[src/rtl/board_tile_scanner.sv]
// -----------------------------------------------------------------------------
// board_tile_scanner
//
// Pixel-to-board lookup stage for an 8x8 chess board drawn on a VGA raster.
// For every scan pixel it registers the scanned square's piece code, the
// top-left corner of the 55x55 sprite centred in that square, and the checker
// shade. It owns the 64-square board state. Move writes from game logic are
// queued in a small FIFO and applied only during vertical blank, so a frame
// never shows a half-updated board.
//
// Ports
//   vga_clk              pixel clock, all state on its rising edge
//   reset_n              asynchronous active-low reset
//   DrawX, DrawY         current scan pixel
//   vblank               high during vertical blanking (FIFO drains)
//   wr_valid/wr_ready    write handshake from game logic
//   wr_square, wr_piece  write payload: square (row*8+col) and piece code
//   pending              number of queued writes
//   tile_on              pixel lies inside the board
//   piece_code           piece code of the scanned square (0 off-board)
//   offsetX, offsetY     sprite top-left for the scanned square (0 off-board)
//   tile_dark            scanned square is dark (0 off-board)
//   DrawX_d, DrawY_d     scan pixel delayed to line up with the outputs above
// -----------------------------------------------------------------------------
module board_tile_scanner #(
   parameter int ORIGIN_X   = 80,
   parameter int ORIGIN_Y   = 0,
   parameter int TILE       = 60,
   parameter int FIFO_DEPTH = 4
) (
   input  logic       vga_clk,
   input  logic       reset_n,
   input  logic [9:0] DrawX,
   input  logic [9:0] DrawY,
   input  logic       vblank,
   input  logic       wr_valid,
   input  logic [5:0] wr_square,
   input  logic [3:0] wr_piece,
   output logic       wr_ready,
   output logic [2:0] pending,
   output logic       tile_on,
   output logic [3:0] piece_code,
   output logic [9:0] offsetX,
   output logic [9:0] offsetY,
   output logic       tile_dark,
   output logic [9:0] DrawX_d,
   output logic [9:0] DrawY_d
);

   localparam int         PTR_W     = (FIFO_DEPTH > 1) ? $clog2(FIFO_DEPTH) : 1;
   localparam logic [9:0] LP_OX     = 10'(ORIGIN_X);
   localparam logic [9:0] LP_OY     = 10'(ORIGIN_Y);
   localparam logic [9:0] LP_SPAN   = 10'(8 * TILE);
   localparam logic [9:0] LP_CENTRE = 10'((TILE - 55) / 2);
   localparam logic [2:0] LP_DEPTH  = 3'(FIFO_DEPTH);

   // Opening position: black back rank on row 0, white back rank on row 7.
   function automatic logic [3:0] f_start_piece(input int sq);
      logic [3:0] back;
      case (sq % 8)
         0, 7:    back = 4'd4;  // rook
         1, 6:    back = 4'd2;  // knight
         2, 5:    back = 4'd3;  // bishop
         3:       back = 4'd5;  // queen
         default: back = 4'd6;  // king
      endcase
      case (sq / 8)
         0:       return back | 4'd8;
         1:       return 4'd9;
         6:       return 4'd1;
         7:       return back;
         default: return 4'd0;
      endcase
   endfunction

   function automatic logic [PTR_W-1:0] f_next(input logic [PTR_W-1:0] ptr);
      return (ptr == PTR_W'(FIFO_DEPTH - 1)) ? '0 : ptr + 1'b1;
   endfunction

   // ---------------- tile decode ----------------
   logic [10:0] w_rx_ext, w_ry_ext;
   logic [9:0]  w_rx, w_ry, w_tile_x, w_tile_y;
   logic [2:0]  w_col, w_row;
   logic        w_in_board;
   logic [5:0]  w_sq;

   // The extra top bit is the borrow, i.e. DrawX < ORIGIN_X.
   assign w_rx_ext   = {1'b0, DrawX} - {1'b0, LP_OX};
   assign w_ry_ext   = {1'b0, DrawY} - {1'b0, LP_OY};
   assign w_rx       = w_rx_ext[9:0];
   assign w_ry       = w_ry_ext[9:0];
   assign w_in_board = !w_rx_ext[10] && (w_rx < LP_SPAN) &&
                       !w_ry_ext[10] && (w_ry < LP_SPAN);
   assign w_sq       = {w_row, w_col};

   // Compare chain against multiples of TILE replaces a divider.
   always_comb begin
      // NOTE: every signal gets a default before the loop so no latch is inferred.
      w_col    = '0;
      w_row    = '0;
      w_tile_x = '0;
      w_tile_y = '0;
      for (int i = 1; i < 8; i++) begin
         if (w_rx >= 10'(i * TILE)) begin
            w_col    = 3'(i);
            w_tile_x = 10'(i * TILE);
         end
         if (w_ry >= 10'(i * TILE)) begin
            w_row    = 3'(i);
            w_tile_y = 10'(i * TILE);
         end
      end
   end

   // ---------------- write FIFO ----------------
   logic [5:0]       r_fifo_sq [FIFO_DEPTH];
   logic [3:0]       r_fifo_pc [FIFO_DEPTH];
   logic [PTR_W-1:0] r_wr_ptr, r_rd_ptr;
   logic [2:0]       r_count;
   logic             w_push, w_pop;

   assign wr_ready = (r_count != LP_DEPTH);
   assign pending  = r_count;
   assign w_push   = wr_valid && wr_ready;
   assign w_pop    = vblank && (r_count != 3'd0);

   // FIFO payload needs no reset: r_count gates every read of it.
   always_ff @(posedge vga_clk) begin
      if (w_push) begin
         r_fifo_sq[r_wr_ptr] <= wr_square;
         r_fifo_pc[r_wr_ptr] <= wr_piece;
      end
   end

   always_ff @(posedge vga_clk or negedge reset_n) begin
      if (!reset_n) begin
         r_wr_ptr <= '0;
         r_rd_ptr <= '0;
         r_count  <= '0;
      end else begin
         if (w_push) r_wr_ptr <= f_next(r_wr_ptr);
         if (w_pop)  r_rd_ptr <= f_next(r_rd_ptr);
         case ({w_push, w_pop})
            2'b10:   r_count <= r_count + 3'd1;
            2'b01:   r_count <= r_count - 3'd1;
            default: r_count <= r_count;
         endcase
      end
   end

   // ---------------- board state ----------------
   logic [3:0] r_board [64];

   // NOTE: the board is a register array that must come out of reset holding
   // the opening position, so it is reset element by element; the FIFO payload
   // above is deliberately left unreset.
   always_ff @(posedge vga_clk or negedge reset_n) begin
      if (!reset_n) begin
         for (int i = 0; i < 64; i++) r_board[i] <= f_start_piece(i);
      end else if (w_pop) begin
         r_board[r_fifo_sq[r_rd_ptr]] <= r_fifo_pc[r_rd_ptr];
      end
   end

   // ---------------- registered outputs ----------------
   logic       r_tile_on, r_tile_dark;
   logic [3:0] r_piece_code;
   logic [9:0] r_offset_x, r_offset_y, r_drawx_d, r_drawy_d;

   always_ff @(posedge vga_clk or negedge reset_n) begin
      if (!reset_n) begin
         r_tile_on    <= 1'b0;
         r_piece_code <= '0;
         r_offset_x   <= '0;
         r_offset_y   <= '0;
         r_tile_dark  <= 1'b0;
         r_drawx_d    <= '0;
         r_drawy_d    <= '0;
      end else begin
         r_drawx_d <= DrawX;
         r_drawy_d <= DrawY;
         if (w_in_board) begin
            // NOTE: non-blocking assignment means a pop on this same edge is
            // not yet visible here; the new value shows on the next decode.
            r_tile_on    <= 1'b1;
            r_piece_code <= r_board[w_sq];
            r_offset_x   <= LP_OX + w_tile_x + LP_CENTRE;
            r_offset_y   <= LP_OY + w_tile_y + LP_CENTRE;
            r_tile_dark  <= w_row[0] ^ w_col[0];
         end else begin
            r_tile_on    <= 1'b0;
            r_piece_code <= '0;
            r_offset_x   <= '0;
            r_offset_y   <= '0;
            r_tile_dark  <= 1'b0;
         end
      end
   end

   assign tile_on    = r_tile_on;
   assign piece_code = r_piece_code;
   assign offsetX    = r_offset_x;
   assign offsetY    = r_offset_y;
   assign tile_dark  = r_tile_dark;
   assign DrawX_d    = r_drawx_d;
   assign DrawY_d    = r_drawy_d;

endmodule

[config.mk]
export PLATFORM = sky130hd
export DESIGN_NAME = board_tile_scanner
export DESIGN_NICKNAME = d
export VERILOG_FILES = /design/src/rtl/board_tile_scanner.sv
export SDC_FILE = /design/constraint.sdc
export NUM_CORES = 1
export LEC_CHECK = 0
export BUFFER_PORTS_ARGS = -buffer_cell sky130_fd_sc_hd__buf_2
export CORE_MARGIN = 10
export CORE_UTILIZATION = 60
export CTS_CLUSTER_SIZE = 30
export DETAILED_ROUTE_END_ITERATION = 10
export PLACE_DENSITY = 0.74
export SLEW_MARGIN = 40
export SYNTH_ARGS = -nofsm -noshare
export SYNTH_HDL_FRONTEND = slang
export SYNTH_SLANG_ARGS = --single-unit
[constraint.sdc]
create_clock -name vga_clk -period 3.1 [get_ports vga_clk]
set_input_delay 0.62 -clock vga_clk [delete_from_list [all_inputs] [get_ports vga_clk]]
set_output_delay 0.62 -clock vga_clk [all_outputs]
set_load 0.03 [all_outputs]
==> results of run 1 <==
==> final timing paths <==
kind | depth (start not counted) | slack [ps] | end | start
setup / recovery | 13 | 2 | piece_code[3]$_DFF_PN0_ | DrawX[0]
hold / removal | 1 | 60 | r_board[55]$_DFFE_PN0P_ | reset_n
min in group vga_clk | 1 | 200 | DrawY_d[1]$_DFF_PN0_ | DrawY[1]
max in group asynchronous | 2 | 2150 | r_board[175]$_DFFE_PN0P_ | reset_n
hold reg to reg | 1 | 500 | r_board[184]$_DFFE_PN0P_ | r_board[184]$_DFFE_PN0P_
setup reg to reg | 5 | 190 | r_board[77]$_DFFE_PN0P_ | r_rd_ptr[0]$_DFFE_PN0P_
==> worst max-delay path: stages <==
cell	delay, ps
buf_2	100
or4b_1	570
nor4_2	260
a211o_1	220
a21o_1	180
a211oi_4	90
buf_4	160
nor2_4	190
buf_12	140
mux2_2	330
a221oi_1	260
o311a_1	270
o32a_1	170
==> kinds of logic (layout without fill, tap and decap cells) <==
family / count (synthesis) / count (layout) / share of synthesized area, %
buffers and inverters: 98 / 306 / 2.77
adders and majority gates: 10 / 10 / 0.825
AOI/OAI and AO/OA: 156 / 156 / 7.07
muxes: 306 / 306 / 22.2
and+or+nand+nor: 408 / 408 / 11.5
other: 1 / 4 / 0.0233
xor gates and xnor gates: 6 / 6 / 0.327
DFF: 344 / 344 / 55.2
==> timing repair <==
action | in CTS | in global routing
endpoints found under the setup margin | 4 | 4
pin swaps | 3 | 7
gates cloned | 0 | 2
hold endpoints to repair | 0 | 0
resized for setup | 15 | 22
setup buffers | 3 | 7
==> layout make-up <==
class                      count  area [sq um]  area share [%]
clock buffer                  50          1060            5.49
clock inverter                16           165           0.858
inverter                      18          87.6           0.455
multi-input combinational    890          6940            36.0
sequential                   344          8880            46.1
tap                          335           419            2.18
timing repair buffer         222          1700            8.84
==> synthesized netlist by cell type (3+ instances only) <==
master,instances
o22ai_1,13
a211oi_1,11
mux2_2,260
buf_4,10
a311o_1,4
o21ai_0,19
a31oi_1,5
nand2b_1,10
o211ai_1,5
xnor2_1,3
o31ai_1,4
nand4_1,10
xor2_1,3
o211a_1,3
o21a_1,6
mux2i_1,31
a221oi_1,3
nand3_1,55
edfxtp_1,40
dfstp_2,56
o21bai_1,4
buf_1,3
and2_1,9
nor2b_1,15
nor2_1,95
nor3_1,18
o221ai_1,9
a21o_1,12
and3_1,18
mux4_2,15
clkbuf_1,53
o311a_1,3
ha_1,9
o2bb2ai_1,3
a21oi_1,26
o32a_1,5
nor4_1,7
a31o_1,3
o32ai_1,3
buf_2,11
nand2_1,157
inv_1,18
dfrtp_1,248
==> power groups by stage <==
stage,Clock [mW],Sequential [mW],Combinational (mW)
2_1_floorplan,0,6.21,2.72
4_1_cts,4.47,6.27,4.27
5_1_grt,4.64,6.39,4.71
3_3_place_gp,0,6.28,4.12
3_5_place_dp,0,6.33,4.23
6_report,4.40,6.29,4.39
==> state kept, by name, summed over array words and instances, names as in the netlist, 4 cells and up <==
signal and flops:
piece_code 4, r_fifo_sq 24, offsetX 9, r_board 256, offsetY 7, DrawY_d 10, DrawX_d 10, r_fifo_pc 16
==> metrics by stage <==
stage | util, % | cell area (sq um) | total power [mW]
after floorplan | - | 16100 | 8.94
after global placement | 67.5 | 17700 | 10.4
after detailed placement | 67.5 | 17700 | 10.6
after CTS | 72.5 | 19000 | 15.0
after global routing | 73.4 | 19200 | 15.7
final | 73.4 | 19200 | 15.1
==> per-layer routing <==
layer	track usage, %	vias to the layer above	share of wire, %	wire length (microns)
met5	0	-	0	0
met4	7.61	0	2.8	1160
met3	4.78	86	6.6	2730
met2	39.1	378	48	19900
met1	32.4	5865	42	17400
li1	-	5152	-	-
==> reports/metrics.cfg, run 1 <==
[outcome]
status=finished clean

[place]
dp_hpwl_microns=27500
globalplace.congestion=0.913
dp_slack_ps=-771
placedCellCount=1797
placement.io_buffers=80

[grt]
grt_pass1_wl_microns=65100
grt_overflow=0
antenna_found_initial=0
grt_pass1_vias=11800
grt_max_degree=86
track_usage_pct=24.2

[die]
core-area_sq_um=26200
fp.dieW_microns=184
die-area_sq_um=33700
ios=84
rows=59
initial_core_util_pct=61.3
dieHeight_microns=184

[power_and_ir_drop]
vdd_drop_max_mv=0.816
leakagePower_nw=8.75
powerDensity_nw_per_um2=784
p_clk_share_pct=29.2
seq_power_share_pct=41.7
p_sw_share_pct=32.9
switchingPower_mw=4.97
p_int_mw=10.1
comb_power_share_pct=29.1

[critical_path]
worst_ep_required_time_ps=3560
worstSetupStartpointType=primary input
arrival_ps=3560
cp-end-kind=register
crit_fanout=4
worst-setup-path-type=in2reg

[synthesis]
seq_area_frac_synth_pct=55.2
async_reset_ff_share_pct=88.4
synth_top_area_share_pct=38.6
ys_warn_count=0
synthCells=1329
synth_area_per_cell_sq_um=12.1
synth_area_leaders=dfrtp_1 39%, mux2_2 18%, dfstp_2 9.2%
dominantRegCellSynth=dfrtp_1
synth.ff_latch_count=344
netlist_area_sq_um=16100
yosys.area.top_type=dfrtp_1
synth_edf_count=40
synth_cell_types=69

[hold_path]
hold_path_class=in2async

[drt]
firstDrtPassIters=6
viasPerCell=6.12
wirelength_microns=41200
drt_iter0_markers=978
wl_per_cell_microns=22.0
drc=0
via_count=11500
ant_nets=0

[sta]
worstMarginPinSlew_ps=808
skew_ps=17.7
slew_headroom_pct=46.1
slew_violations=0
whs_ps=56.7
fin_tns_setup_ps=0
period_needed_ps=3100
hold_violations=0
fin_crit_sh_pct=99.9
fmax_ghz=0.323
rsz0062_at_grt=yes
setup_violations=0
postLayoutSetupSlackWorst_ps=2.09

[clock_network]
cts_buffers=36
clk_latency_ps=530
root_buffer=clkbuf_16
cts_hold_buf=0
cts.sinks=344
cts.clk_slew.worst_paths_ps=60
clock_path_buffers=3
htreeDepth=2
cts_tree=yes

[cells_and_area]
fin_cells=1875
layout_common_cells=260 x mux2_2, 248 x dfrtp_1, 156 x nand2_1
final_common_cell=mux2_2
n_antenna_cell=0
drive_gt1_share_pct=41.9
nets=1556
syn2layout_area_growth_pct=19.7
fillers=1709

[flow_run]
maxCapViolCount=0

Note: power is estimated with default switching activity, not from simulation.
==> run 2: changes to the inputs <==
Settings changed: HOLD_SLACK_MARGIN set to 0.1.
==> reports/metrics.cfg, run 2 (synthesis results as in run 1) <==
[place]
placedCellCount=1797  ; unchanged
globalplace.congestion=0.913  ; unchanged
dp_hpwl_microns=27500  ; unchanged
placement.io_buffers=80  ; unchanged
dp_slack_ps=-771  ; unchanged

[sta]
rsz0062_at_grt=yes  ; unchanged
period_needed_ps=3120  ; was 3100 ps
setup_violations=1  ; was 0
hold_violations=0  ; unchanged
worstMarginPinSlew_ps=799  ; was 808 ps
fmax_ghz=0.321  ; was 0.323 GHz
postLayoutSetupSlackWorst_ps=-16.0  ; was 2.09 ps
slew_violations=0  ; unchanged
skew_ps=17.8  ; was 17.7 ps
slew_headroom_pct=46.8  ; was 46.1%
fin_crit_sh_pct=101  ; was 99.9%

[cells_and_area]
largest_reg_flops=256  ; unchanged
n_antenna_cell=0  ; unchanged
layout_common_cells=260 x mux2_2, 248 x dfrtp_1, 156 x nand2_1  ; unchanged
top_regs=r_board x256, r_fifo_sq x24, r_fifo_pc x16  ; unchanged
syn2layout_area_growth_pct=19.8  ; was 19.7%
drive_gt1_share_pct=41.9  ; about the same
nets=1557  ; was 1,556
regMostFlops=r_board  ; unchanged
final_common_cell=mux2_2  ; unchanged
fin_cells=1876  ; was 1,875

[critical_path]
crit_fanout=4  ; unchanged
rr_endpoint=r_board[70]$_DFFE_PN0P_  ; was r_board[77]$_DFFE_PN0P_
reg2regPathDepth=5  ; unchanged
cp-end-kind=register  ; unchanged
r2r-start=r_rd_ptr[0]$_DFFE_PN0P_  ; unchanged
worstSetupStartpointType=primary input  ; unchanged
worst_ep_required_time_ps=3560  ; about the same
r2r_slack_ps=200  ; was 190 ps
worst-setup-path-type=in2reg  ; unchanged
arrival_ps=3580  ; was 3560 ps

[drt]
via_count=11400  ; was 11,500
wl_per_cell_microns=22.0  ; about the same
ant_nets=0  ; unchanged
viasPerCell=6.10  ; was 6.12
wirelength_microns=41200  ; about the same
firstDrtPassIters=6  ; unchanged
drt_iter0_markers=909  ; was 978
drc=0  ; unchanged

[power_and_ir_drop]
leakagePower_nw=8.76  ; was 8.75 nW
powerDensity_nw_per_um2=783  ; was 784 nW/um^2
vdd_drop_max_mv=0.815  ; was 0.816 mV

[die]
dieHeight_microns=184  ; unchanged
rows=59  ; unchanged
initial_core_util_pct=61.3  ; unchanged
die-area_sq_um=33700  ; unchanged
fp.dieW_microns=184  ; unchanged
ios=84  ; unchanged
core-area_sq_um=26200  ; unchanged

[grt]
grt_pass1_wl_microns=65100  ; about the same
grt_pass1_vias=11800  ; about the same
grt_overflow=0  ; unchanged
antenna_found_initial=0  ; unchanged
grt_max_degree=86  ; unchanged
track_usage_pct=24.2  ; about the same

[hold_path]
min_path_cells=1
worstHoldStart=DrawY[1]
hold_path_class=in2reg  ; was in2async
hold_end=DrawY_d[1]$_DFF_PN0_

[clock_network]
cts.sinks=344  ; unchanged
htreeDepth=2  ; unchanged
cts.clk_slew.worst_paths_ps=60  ; about the same
root_buffer=clkbuf_16  ; unchanged
cts_buffers=36  ; unchanged
clock_path_buffers=3  ; unchanged
cts_tree=yes  ; unchanged
clk_latency_ps=530  ; about the same

[flow_run]
maxCapViolCount=0  ; unchanged

[outcome]
status=complete, but fails checks  ; was finished clean
violations=setup timing

==> run 2: cell count changes in the layout (fill, tap and decap cells not counted) <==
cell,previous run,this run
dlygate4sd3_1,0,1
==> run 2: worst max-delay path by stage <==
stage / start / endpoint / slack [ps] / cells past startpoint
floorplan: DrawX[5] / piece_code[0]$_DFF_PN0_ / -290 / 14
global placement: DrawX[5] / piece_code[1]$_DFF_PN0_ / -690 / 15
detailed placement: DrawX[5] / piece_code[0]$_DFF_PN0_ / -770 / 15
CTS: DrawX[4] / piece_code[3]$_DFF_PN0_ / -30 / 13
global route: DrawX[5] / piece_code[3]$_DFF_PN0_ / -110 / 15
finish: DrawX[0] / piece_code[3]$_DFF_PN0_ / -20 / 13
==> run 2: repair_timing <==
action	in CTS	in global routing
endpoints found under the hold margin	52	0
endpoints found under the setup margin	4	4
gates resized for setup	15	22
setup buffers	3	7
hold buffers	1	0
gates cloned	0	2
pin swaps	3	7
==> run 2: layout make-up <==
cell class	count	area [sq um]
fill	1708	6950
clock buffer	50	1060
multi-input combinational	890	6940
sequential	344	8880
clock inverter	16	165
tap	335	419
timing repair buffer	223	1710
inverter	18	87.6
==> run 2: power by group <==
group / switching, mW / internal, mW
logic: 2.60 / 1.78
clock network: 1.77 / 2.64
registers: 0.592 / 5.69
==> run 2: critical path, stage by stage <==
cell and delay, ps:
buf_2 100, or4b_1 570, nor4_2 270, a211o_1 220
a21o_1 180, a211oi_4 90, buf_4 160, nor2_4 190
buf_12 140, mux2_2 330, a221oi_1 260, o311a_1 280
o32a_1 180
==> run 2: per-stage QoR <==
step / cell area (sq um) / power (mW) / setup TNS, ps / utilization, % / hold slack, ps
2_1_floorplan: 16100 / 8.94 / -1060 / - / 324
3_3_place_gp: 17700 / 10.4 / -2830 / 67.5 / 482
3_5_place_dp: 17700 / 10.6 / -3260 / 67.5 / 489
4_1_cts: 19000 / 15.0 / -33.2 / 72.5 / 190
5_1_grt: 19300 / 15.7 / -372 / 73.5 / 193
6_report: 19300 / 15.1 / -16.0 / 73.5 / 201
==> run 2: per-layer routing <==
| layer | routed length [microns] | track usage (%) | vias to the layer above | part of all wire (%) |
|---|---|---|---|---|
| li1 | - | - | 5140 | - |
| met1 | 17500 | 32.4 | 5817 | 42 |
| met2 | 19800 | 39.1 | 392 | 48 |
| met3 | 2750 | 4.78 | 86 | 6.7 |
| met4 | 1170 | 7.61 | 0 | 2.8 |
| met5 | 0 | 0 | - | 0 |
